==> src/rtl/cdma_stripe_split_pkg.sv <==
// Shared widths and types for the stripe splitter and its completion merge.
// The channel/width configuration lives here; both modules take their widths from it.
package cdma_stripe_split_pkg;

    localparam int N_CHAN      = 4;
    localparam int ADDR_BITS   = 64;
    localparam int LEN_BITS    = 28;
    localparam int STRIPE_BITS = 6;
    localparam int N_OUTSTAND  = 8;

    localparam int CHAN_BITS = $clog2(N_CHAN);
    localparam int BEAT_BITS = LEN_BITS - STRIPE_BITS;
    localparam int PTR_BITS  = $clog2(N_OUTSTAND);
    localparam int PEND_BITS = PTR_BITS + 1;

    typedef struct packed {
        logic [ADDR_BITS-1:0] addr;
        logic [LEN_BITS-1:0]  len;
    } req_t;

    typedef struct packed {
        logic [CHAN_BITS-1:0] id;
        logic [BEAT_BITS-1:0] len;
    } mux_cmd_t;

    typedef enum logic [1:0] {
        ST_IDLE  = 2'd0,
        ST_CALC  = 2'd1,
        ST_ISSUE = 2'd2
    } split_state_t;

    // Beat count rounded up; one extra bit so a full-length request cannot wrap.
    function automatic logic [BEAT_BITS:0] beats_of(input logic [LEN_BITS-1:0] len);
        return {1'b0, len[LEN_BITS-1:STRIPE_BITS]} +
               {{BEAT_BITS{1'b0}}, |len[STRIPE_BITS-1:0]};
    endfunction

endpackage

==> src/rtl/cdma_stripe_split_done_merge.sv <==
// Per-channel completion counters plus an in-order FIFO of channel masks;
// retires the oldest request once every channel it used has reported done.
module stripe_done_merge
    import cdma_stripe_split_pkg::*;
(
    input  logic              aclk,
    input  logic              aresetn,
    input  logic              push_i,
    input  logic [N_CHAN-1:0] push_mask_i,
    input  logic [N_CHAN-1:0] done_i,
    output logic              full_o,
    output logic              done_o
);

    logic [N_CHAN-1:0]    fifo_q [N_OUTSTAND];
    logic [PTR_BITS-1:0]  rd_ptr_q, rd_ptr_d;
    logic [PTR_BITS-1:0]  wr_ptr_q, wr_ptr_d;
    logic [PTR_BITS:0]    cnt_q, cnt_d;
    logic [PEND_BITS-1:0] pend_q [N_CHAN];
    logic [PEND_BITS-1:0] pend_d [N_CHAN];
    logic [N_CHAN-1:0]    head;
    logic                 pop;

    always_comb begin
        head = fifo_q[rd_ptr_q];
        pop  = (cnt_q != '0);
        for (int c = 0; c < N_CHAN; c++) begin
            if (head[c] && (pend_q[c] == '0)) pop = 1'b0;
        end
        rd_ptr_d = rd_ptr_q + PTR_BITS'(pop);
        wr_ptr_d = wr_ptr_q + PTR_BITS'(push_i);
        cnt_d    = cnt_q + (PTR_BITS+1)'(push_i) - (PTR_BITS+1)'(pop);
        // A done and a retire on the same channel cancel out.
        for (int c = 0; c < N_CHAN; c++) begin
            pend_d[c] = pend_q[c] + PEND_BITS'(done_i[c]) - PEND_BITS'(pop & head[c]);
        end
    end

    assign full_o = (cnt_q == (PTR_BITS+1)'(N_OUTSTAND));
    assign done_o = pop;

    always_ff @(posedge aclk) begin
        if (!aresetn) begin
            rd_ptr_q <= '0;
            wr_ptr_q <= '0;
            cnt_q    <= '0;
            for (int c = 0; c < N_CHAN; c++) pend_q[c] <= '0;
        end else begin
            rd_ptr_q <= rd_ptr_d;
            wr_ptr_q <= wr_ptr_d;
            cnt_q    <= cnt_d;
            for (int c = 0; c < N_CHAN; c++) pend_q[c] <= pend_d[c];
        end
    end

    always_ff @(posedge aclk) begin
        if (push_i) fifo_q[wr_ptr_q] <= push_mask_i;
    end

endmodule

==> src/rtl/cdma_stripe_split.sv <==
// Splits one striped DMA request into per-channel sub-requests plus a mux command.
//   state    | meaning
//   ST_IDLE  | waiting for a request; ready while completion queue has room
//   ST_CALC  | derive per-channel address/length/mask from the latched request
//   ST_ISSUE | hold sub-requests and mux command until each is taken, then queue mask
module cdma_stripe_split
    import cdma_stripe_split_pkg::*;
(
    input  logic                        aclk,
    input  logic                        aresetn,
    input  logic                        s_req_valid,
    output logic                        s_req_ready,
    input  logic [ADDR_BITS-1:0]        s_req_addr,
    input  logic [LEN_BITS-1:0]         s_req_len,
    output logic [N_CHAN-1:0]           m_req_valid,
    input  logic [N_CHAN-1:0]           m_req_ready,
    output logic [N_CHAN*ADDR_BITS-1:0] m_req_addr,
    output logic [N_CHAN*LEN_BITS-1:0]  m_req_len,
    output logic                        m_mux_valid,
    input  logic                        m_mux_ready,
    output logic [CHAN_BITS-1:0]        m_mux_id,
    output logic [BEAT_BITS-1:0]        m_mux_len,
    input  logic [N_CHAN-1:0]           s_done,
    output logic                        m_done
);

    split_state_t            state_q, state_d;
    logic                    init_q;
    req_t                    in_q, in_d;
    req_t [N_CHAN-1:0]       sub_q, sub_d, calc_sub;
    logic [N_CHAN-1:0]       mask_q, mask_d, calc_mask;
    logic [N_CHAN-1:0]       issued_q, issued_d;
    mux_cmd_t                mux_q, mux_d, calc_mux;
    logic                    mux_taken_q, mux_taken_d;
    logic                    push, q_full;

    logic [BEAT_BITS:0]      n_beats, q_beats, beats;
    logic [CHAN_BITS-1:0]    s0, r_beats, k;
    logic [ADDR_BITS-1:0]    row_base;

    always_comb begin
        n_beats   = beats_of(in_q.len);
        s0        = in_q.addr[STRIPE_BITS +: CHAN_BITS];
        q_beats   = n_beats >> CHAN_BITS;
        r_beats   = n_beats[CHAN_BITS-1:0];
        row_base  = in_q.addr >> (STRIPE_BITS + CHAN_BITS);
        k         = '0;
        beats     = '0;
        calc_sub  = '0;
        calc_mask = '0;
        // Channels before the start channel begin on the next stripe row.
        for (int c = 0; c < N_CHAN; c++) begin
            k     = CHAN_BITS'(c) - s0;
            beats = q_beats + {{BEAT_BITS{1'b0}}, (k < r_beats)};
            calc_sub[c].len  = LEN_BITS'({beats, {STRIPE_BITS{1'b0}}});
            calc_sub[c].addr = (row_base + ADDR_BITS'(CHAN_BITS'(c) < s0)) << STRIPE_BITS;
            calc_mask[c]     = (beats != '0);
        end
        calc_mux.id  = s0;
        calc_mux.len = n_beats[BEAT_BITS-1:0];
    end

    always_comb begin
        state_d     = state_q;
        in_d        = in_q;
        sub_d       = sub_q;
        mask_d      = mask_q;
        issued_d    = issued_q;
        mux_d       = mux_q;
        mux_taken_d = mux_taken_q;
        push        = 1'b0;
        m_req_valid = '0;
        m_mux_valid = 1'b0;
        s_req_ready = init_q && (state_q == ST_IDLE) && !q_full;
        case (state_q)
            ST_IDLE: begin
                if (s_req_valid && s_req_ready) begin
                    in_d.addr = s_req_addr;
                    in_d.len  = s_req_len;
                    state_d   = ST_CALC;
                end
            end
            ST_CALC: begin
                sub_d       = calc_sub;
                mask_d      = calc_mask;
                mux_d       = calc_mux;
                issued_d    = '0;
                mux_taken_d = 1'b0;
                state_d     = ST_ISSUE;
            end
            ST_ISSUE: begin
                m_req_valid = mask_q & ~issued_q;
                m_mux_valid = !mux_taken_q;
                issued_d    = issued_q | (m_req_valid & m_req_ready);
                mux_taken_d = mux_taken_q | (m_mux_valid & m_mux_ready);
                if (((issued_d & mask_q) == mask_q) && mux_taken_d) begin
                    push    = 1'b1;
                    state_d = ST_IDLE;
                end
            end
            default: state_d = ST_IDLE;
        endcase
    end

    always_comb begin
        for (int c = 0; c < N_CHAN; c++) begin
            m_req_addr[c*ADDR_BITS +: ADDR_BITS] = sub_q[c].addr;
            m_req_len[c*LEN_BITS +: LEN_BITS]    = sub_q[c].len;
        end
    end

    assign m_mux_id  = mux_q.id;
    assign m_mux_len = mux_q.len;

    always_ff @(posedge aclk) begin
        if (!aresetn) begin
            state_q     <= ST_IDLE;
            init_q      <= 1'b0;
            in_q        <= '0;
            sub_q       <= '0;
            mask_q      <= '0;
            issued_q    <= '0;
            mux_q       <= '0;
            mux_taken_q <= 1'b0;
        end else begin
            state_q     <= state_d;
            init_q      <= 1'b1;
            in_q        <= in_d;
            sub_q       <= sub_d;
            mask_q      <= mask_d;
            issued_q    <= issued_d;
            mux_q       <= mux_d;
            mux_taken_q <= mux_taken_d;
        end
    end

    stripe_done_merge u_done_merge (
        .aclk        (aclk),
        .aresetn     (aresetn),
        .push_i      (push),
        .push_mask_i (mask_q),
        .done_i      (s_done),
        .full_o      (q_full),
        .done_o      (m_done)
    );

endmodule
==> config.mk <==
export PLATFORM = sky130hd
export DESIGN_NAME = cdma_stripe_split
export DESIGN_NICKNAME = d
export VERILOG_FILES = /design/src/rtl/cdma_stripe_split_pkg.sv /design/src/rtl/cdma_stripe_split_done_merge.sv /design/src/rtl/cdma_stripe_split.sv
export SDC_FILE = /design/constraint.sdc
export NUM_CORES = 1
export LEC_CHECK = 0
export ABC_AREA = 1
export BUFFER_PORTS_ARGS = -buffer_cell sky130_fd_sc_hd__buf_2
export CAP_MARGIN = 5
export CORE_MARGIN = 5
export CORE_UTILIZATION = 45
export CTS_CLUSTER_DIAMETER = 100
export DETAILED_ROUTE_END_ITERATION = 16
export PLACE_DENSITY = 0.68
export RECOVER_POWER = 25
export SLEW_MARGIN = 30
export SYNTH_ARGS = -nofsm -noshare
export SYNTH_HDL_FRONTEND = slang
export SYNTH_SLANG_ARGS = --single-unit
==> constraint.sdc <==
create_clock -name aclk -period 4.8 [get_ports aclk]
set_input_delay 0.48 -clock aclk [delete_from_list [all_inputs] [get_ports aclk]]
set_output_delay 0.48 -clock aclk [all_outputs]
set_load 0.01 [all_outputs]
# --- Word level (Yosys, flattened, before mapping) ---
# Memories as Yosys holds them, arrays and structs flattened. A register that Yosys moved wholly into a read port is not among the register bits.
# Cells that the tools add are included.
op_classes:
  n_shift: 0
  n_reduce_logical: 24
  mul: 0
  div_mod_pow: 0
  n_addsub: 25
  muxes: 22
  bitwise_logic: 15
  order_cmp: 8
  eq_ne: 6
op_table:
  columns: ["op", "n"]
  rows:
  - ["adder 56 x 1 -> 57 bit", 4]
  - ["nonzero test 23 bit", 4]
  - ["adder 21 x 1 -> 22 bit", 4]
  - ["adder 22 x 1 -> 23 bit", 1]
  - ["adder 4 x 1 -> 4 bit", 5]
  - ["two-way mux 4 bit", 5]
  - ["logical NOT 4 bit", 4]
  - ["subtractor 4 bit", 4]
  - ["AND 4 bit", 3]
  - ["two-way mux 1 bit", 11]
  - ["logical AND 1 bit", 8]
  - ["< comparator 2 bit", 4]
  - ["one-hot mux 4 bit (2 select lines)", 1]
  - ["adder 3 x 1 -> 3 bit", 2]
  - ["one-hot mux 2 bit (3 select lines)", 1]
  - ["OR reduction 6 bit", 1]
  - ["AND 1 bit", 5]
  - ["bitwise OR 1 bit", 5]
  - ["equality test 4 bit", 1]
  - ["equality test 4 bit (second input constant)", 1]
  - ["< comparator 1 x 2 -> 1 bit (first input constant)", 2]
  - ["< comparator 2 bit (first input constant)", 2]
  - ["two-way mux 2 bit", 2]
  - ["NOT 4 bit", 1]
  - ["other kinds (15)", 19]
word_totals:
  n_memories: 2
  ram_bits: 48
  input_bits: 104
  wordCells: 122
  out_inout_bits: 399
  ff_bits: 458
  romBits: 0
  latch_bits: 0
memory_table:
  columns: ["memory", "words", "word_bits", "rd", "rd_ports_with_merged_regs", "wr", "line_no", "rtl"]
  rows:
  - ["u_done_merge.fifo_q", 8, 4, 1, 1, 1, "cdma_stripe_split_done_merge.sv:15", "logic [N_CHAN-1:0] fifo_q [N_OUTSTAND];"]
  - ["u_done_merge.pend_q", 4, 4, 4, 0, 4, "cdma_stripe_split_done_merge.sv:19", "logic [PEND_BITS-1:0] pend_q [N_CHAN];"]

# --- Longest topological paths before layout ---
depth:
  ltp_word: 11
  depth_mapped: 23
  ltp_nobuf: 23

# --- Modules after synthesis ---
# A second synthesis with hierarchy kept.
unflattened:
  hier_cells: 3258
  hier_area_um2: 23834.1
modules_own_cells:
  columns: ["module", "area_each_um2", "seq_area_each_um2", "n_inst", "cells_per_inst"]
  rows:
  - ["cdma_stripe_split", 20816.2, 8748.4, 1, 2936]
  - ["stripe_done_merge", 3017.9, 1481.4, 1, 322]

# --- Least setup slack after synthesis ---
# OpenSTA, ideal clock, no wires.
synth_path:
  path_type: "flip-flop to flip-flop"
  start: "register in_q[2] in the netlist's numbering"
  end: "register mask_q[2]"
  period_less_slack_ps: 3138
  n_path_buf: 0
  required_ps: 4683
  arrival_ps: 3021
  stages_incl_launch_ff: 23
  slack_ps: 1662
  setup_time_ps: 117
  path_cell_list: "dfxtp_1 -> nor4_1 -> nand3_1 -> ha_1 -> ha_1 -> inv_1 -> ha_1 -> a21oi_1 -> ha_1 -> ha_1 -> nand2_1 -> nor2_2 -> nand2_1 -> nor2_2 -> nand2_1 -> nand2_1 -> nand2_1 -> nor2_1 -> nand2_1 -> nor2_1 -> nand3_1 -> nor2_1 -> nor2_1"
synth_lines:
  columns: ["item", "line_no", "rtl"]
  rows:
  - ["start, declared", "cdma_stripe_split.sv:29", "req_t in_q, in_d;"]
  - ["start signal, assigned", "cdma_stripe_split.sv:128", "in_q <= in_d;"]
  - ["end signal, assigned", "cdma_stripe_split.sv:130", "mask_q <= mask_d;"]
  - ["end, declared", "cdma_stripe_split.sv:31", "logic [N_CHAN-1:0] mask_q, mask_d, calc_mask;"]

==> run_summary.xml <==
<?xml version="1.0" encoding="UTF-8"?>
<metrics>
  <group name="outcome">
    <metric name="outcome" unit="">finished with violations</metric>
    <metric name="failed_checks" unit="">max-capacitance violations, max-slew violations</metric>
  </group>
  <group name="timing">
    <metric name="timing.setup.tns" unit="ns">0</metric>
    <metric name="post-route-period-util" unit="">0.8298</metric>
    <metric name="achievable-frequency" unit="GHz">0.2511</metric>
    <metric name="timing.max_slew.rel_slack" unit="">-1.101</metric>
    <metric name="finalWorstPathRequiredPeriod" unit="ns">3.983</metric>
    <metric name="max_slew.worst_pin.slew" unit="ns">3.152</metric>
    <metric name="layout_setup_ws" unit="ns">0.8170</metric>
    <metric name="final-max-slew-violation-count" unit="">74</metric>
    <metric name="skew" unit="ns">0.03569</metric>
    <metric name="rsz_0062_raised_after_global_routing" unit="">no</metric>
    <metric name="setup_viol" unit="">0</metric>
    <metric name="final-hold-violation-count" unit="">0</metric>
  </group>
  <group name="run">
    <metric name="maxCapViolCount" unit="">1</metric>
  </group>
  <group name="pwr">
    <metric name="power_per_cell_area" unit="nW/um^2">510.9</metric>
    <metric name="cellLeakagePower" unit="uW">0.01288</metric>
    <metric name="vdd.ir_drop.worst" unit="uV">340.3</metric>
  </group>
  <group name="placement">
    <metric name="post-place-cells" unit="">4516</metric>
    <metric name="detailed_place_hpwl" unit="mm">70.12</metric>
    <metric name="dp_worst_setup_slack" unit="ns">0.9002</metric>
    <metric name="buffers_on_ports" unit="">443</metric>
    <metric name="gp_congestion" unit="">0.9793</metric>
  </group>
  <group name="min_path">
    <metric name="hold_path_end" unit="">in_q[87]$_SDFFE_PN0P_</metric>
    <metric name="hold_class" unit="">in2reg</metric>
    <metric name="hold-path-cell-count" unit="">3</metric>
    <metric name="hold_start" unit="">s_req_addr[59]</metric>
  </group>
  <group name="worst_setup_path">
    <metric name="reg2reg_to" unit="">mask_q[1]$_SDFFE_PN0N_</metric>
    <metric name="reg2reg_depth" unit="">20</metric>
    <metric name="setup.worst_path.start_class" unit="">flip-flop</metric>
    <metric name="timing_worst_setup_path_type" unit="">reg2reg</metric>
    <metric name="crit_fanout" unit="">5</metric>
    <metric name="worst_setup_path_end_kind" unit="">flip-flop</metric>
    <metric name="crit_required" unit="ns">5.29</metric>
    <metric name="reg2reg_slack" unit="ns">0.82</metric>
    <metric name="worstReg2RegStart" unit="">in_q[2]$_SDFFE_PN0P_</metric>
    <metric name="crit_arrival" unit="ns">4.47</metric>
  </group>
  <group name="grt">
    <metric name="global_route.usage.total" unit="">0.2942</metric>
    <metric name="number_of_antenna_violations_at_the_first_check_in_global_routing" unit="">2</metric>
    <metric name="grt_first_pass_wirelength" unit="mm">136.3</metric>
    <metric name="via_count_of_the_first_global_routing_pass" unit="">22146</metric>
    <metric name="globalRouteOverflowTotal" unit="">0</metric>
    <metric name="grt_start_max_net_pins" unit="">181</metric>
  </group>
  <group name="routing">
    <metric name="via_count" unit="">24624</metric>
    <metric name="route.detailed.wl_per_inst" unit="um">19.96</metric>
    <metric name="route.detailed.drc" unit="">0</metric>
    <metric name="totalWireLength" unit="mm">92.17</metric>
    <metric name="drt_iter0_drc" unit="">2442</metric>
    <metric name="number_of_routed_nets_with_antenna_violations" unit="">0</metric>
    <metric name="drt_first_pass_iters" unit="">6</metric>
    <metric name="detail_route.vias_per_cell" unit="">5.332</metric>
  </group>
  <group name="synth">
    <metric name="synth-async-reset-ratio" unit="">0</metric>
    <metric name="yosysUniqueCellTypes" unit="">46</metric>
    <metric name="post_synth_instance_area" unit="um^2">24490</metric>
    <metric name="number_of_synthesized_flops_with_an_enable_pin" unit="">32</metric>
    <metric name="synth-seq-cells" unit="">495</metric>
    <metric name="post_synth.cell_area_avg" unit="um^2">6.978</metric>
    <metric name="yosysSeqAreaShare" unit="">0.4177</metric>
    <metric name="synthesis.yosys.warnings" unit="">0</metric>
    <metric name="postSynthCellCount" unit="">3510</metric>
    <metric name="synth_ff_type" unit="">dfxtp_1</metric>
  </group>
  <group name="cells_and_area">
    <metric name="drive_gt1_frac" unit="">0.1089</metric>
    <metric name="postLayoutCoreUtil" unit="">0.5290</metric>
    <metric name="area_growth" unit="%">16.45</metric>
    <metric name="mostFrequentLayoutCell" unit="">nand2_1</metric>
    <metric name="leading_cell_types_in_the_layout_fill_and_taps_excluded" unit="">845 x nand2_1, 463 x dfxtp_1, 445 x inv_1</metric>
    <metric name="final_cell_count_no_fill" unit="">4618</metric>
    <metric name="fillers" unit="">5478</metric>
    <metric name="nets" unit="">4042</metric>
  </group>
  <group name="floorplan">
    <metric name="die_w" unit="um">243.3</metric>
    <metric name="initial_core_utilization" unit="">0.4542</metric>
    <metric name="die_outline_height" unit="um">243.3</metric>
    <metric name="floorplan.die_area" unit="um^2">59190</metric>
    <metric name="std_cell_rows" unit="">85</metric>
    <metric name="num_io_pins" unit="">503</metric>
    <metric name="core" unit="um^2">53920</metric>
  </group>
  <group name="cts">
    <metric name="cts_buffer_count" unit="">54</metric>
    <metric name="clockRootBuffer" unit="">clkbuf_16</metric>
    <metric name="cts_hold_buffers" unit="">0</metric>
    <metric name="cts_tree" unit="">yes</metric>
    <metric name="post-cts-setup-buffer-count" unit="">0</metric>
    <metric name="cts_repair_resize_count" unit="">0</metric>
    <metric name="worst_skew_pair.late_latency" unit="ns">0.63</metric>
    <metric name="clock_sinks" unit="">495</metric>
    <metric name="max-clock-path-buffers" unit="">3</metric>
    <metric name="h-tree-depth" unit="">2</metric>
    <metric name="clk_pin_slew" unit="ns">0.06</metric>
  </group>
</metrics>
[sequential cells by signal, summed over array words and instances (netlist names)]
| name | flops |
|---|---|
| u_done_merge.rd_ptr_q | 3 |
| u_done_merge.wr_ptr_q | 3 |
| state_q | 2 |
| calc_mux | 2 |
| m_req_addr | 227 |
| m_req_len | 88 |
| m_mux_id | 2 |
| init_q | 1 |
| u_done_merge.cnt_q | 4 |
| mux_taken_q | 1 |
| issued_q | 4 |
| u_done_merge.pend_q | 16 |
| m_mux_len | 22 |
| in_q | 84 |
| mask_q | 4 |
| u_done_merge.fifo_q | 32 |
[critical path, cell delays in order (launching register included)]
cell     delay [ns]
dfxtp_1        0.31
nor4_1         0.31
nand3_1        0.13
ha_1           0.24
ha_1           0.30
inv_1          0.10
ha_1           0.31
inv_1          0.04
a21oi_1        0.18
ha_1           0.22
ha_1           0.23
nand2_1        0.10
nor2_1         0.20
nand2_1        0.13
nor2_2         0.22
nand3_1        0.13
xor2_1         0.21
nor2_1         0.12
nand2_1        0.05
nor2_1         0.27
nor2_1         0.06
[worst max path at each step]
stage / from / to / slack [ns] / cells after the start
after detailed placement: in_q[2]$_SDFFE_PN0P_ / mask_q[1]$_SDFFE_PN0N_ / 0.90 / 20
after CTS: in_q[2]$_SDFFE_PN0P_ / mask_q[1]$_SDFFE_PN0N_ / 0.89 / 20
after global placement: in_q[2]$_SDFFE_PN0P_ / mask_q[1]$_SDFFE_PN0N_ / 0.95 / 20
after floorplan: in_q[2]$_SDFFE_PN0P_ / mask_q[2]$_SDFFE_PN0N_ / 1.66 / 22
final: in_q[2]$_SDFFE_PN0P_ / mask_q[1]$_SDFFE_PN0N_ / 0.82 / 20
after global routing: in_q[2]$_SDFFE_PN0P_ / mask_q[3]$_SDFFE_PN0N_ / 0.42 / 21
[layer usage]
layer | vias to the layer above | global-route usage | part of all wire | routed length (um)
met2 | 1141 | 0.4359 | 0.42 | 38720
met1 | 11287 | 0.4125 | 0.44 | 40150
met3 | 174 | 0.08253 | 0.11 | 9744
li1 | 12020 | - | - | -
met4 | 2 | 0.1016 | 0.038 | 3546
met5 | - | 0.01225 | 0.00015 | 14
[Yosys cell counts, drive strengths merged, types with 43 or more instances]
library cell,n,area [um^2]
nand3,123,620.6
a22oi,43,322.8
o211ai,72,540.5
o21ai,276,1381
nand2,866,3321
a211oi,43,322.8
clkbuf,116,435.4
nand4,53,331.6
inv,449,1688
nor2,477,1928
a21oi,213,1066
ha,57,713.2
dfxtp,463,9269
buf,85,556.8
[cell type report]
class,count,area [um^2],share of cell area
multi-input combinational,2415,11780,0.4131
sequential,495,10230,0.3587
timing repair buffer,459,2143,0.07514
inverter,451,1710,0.05997
clock buffer,76,1544,0.05413
tap,696,870.8,0.03053
clock inverter,25,237.7,0.008335
antenna,1,2.502,0.00008773
[where the power goes]
part,switching [uW],total [uW],internal (uW)
registers,625,5550,4930
logic,3350,4810,1460
clock network,1800,4210,2410
total,5770,14600,8800
[metrics by stage]
| step | hold slack, ns | power (uW) | instance area, um^2 |
|---|---|---|---|
| 6_report | 0.09570 | 14570 | 28520 |
| 5_1_grt | 0.1068 | 15440 | 28520 |
| 4_1_cts | 0.07559 | 14660 | 28750 |
| 3_5_place_dp | 0.4257 | 10450 | 26970 |
| 3_3_place_gp | 0.4241 | 10400 | 26970 |
| 2_1_floorplan | 0.4300 | 8604 | 24690 |
[cell families (layout without fill, tap and decap cells)]
kind of cell,count (synthesis),count (layout),synth area share
AOI/OAI and AO/OA,688,688,0.1606
other,1,54,0.0001531
and+or+nand+nor,1581,1581,0.2672
adders and majority gates,62,62,0.03321
xor gates and xnor gates,31,31,0.01139
DFF,495,495,0.4177
buffers and inverters,652,1011,0.1097
Note: power is estimated with default switching activity, not from simulation.
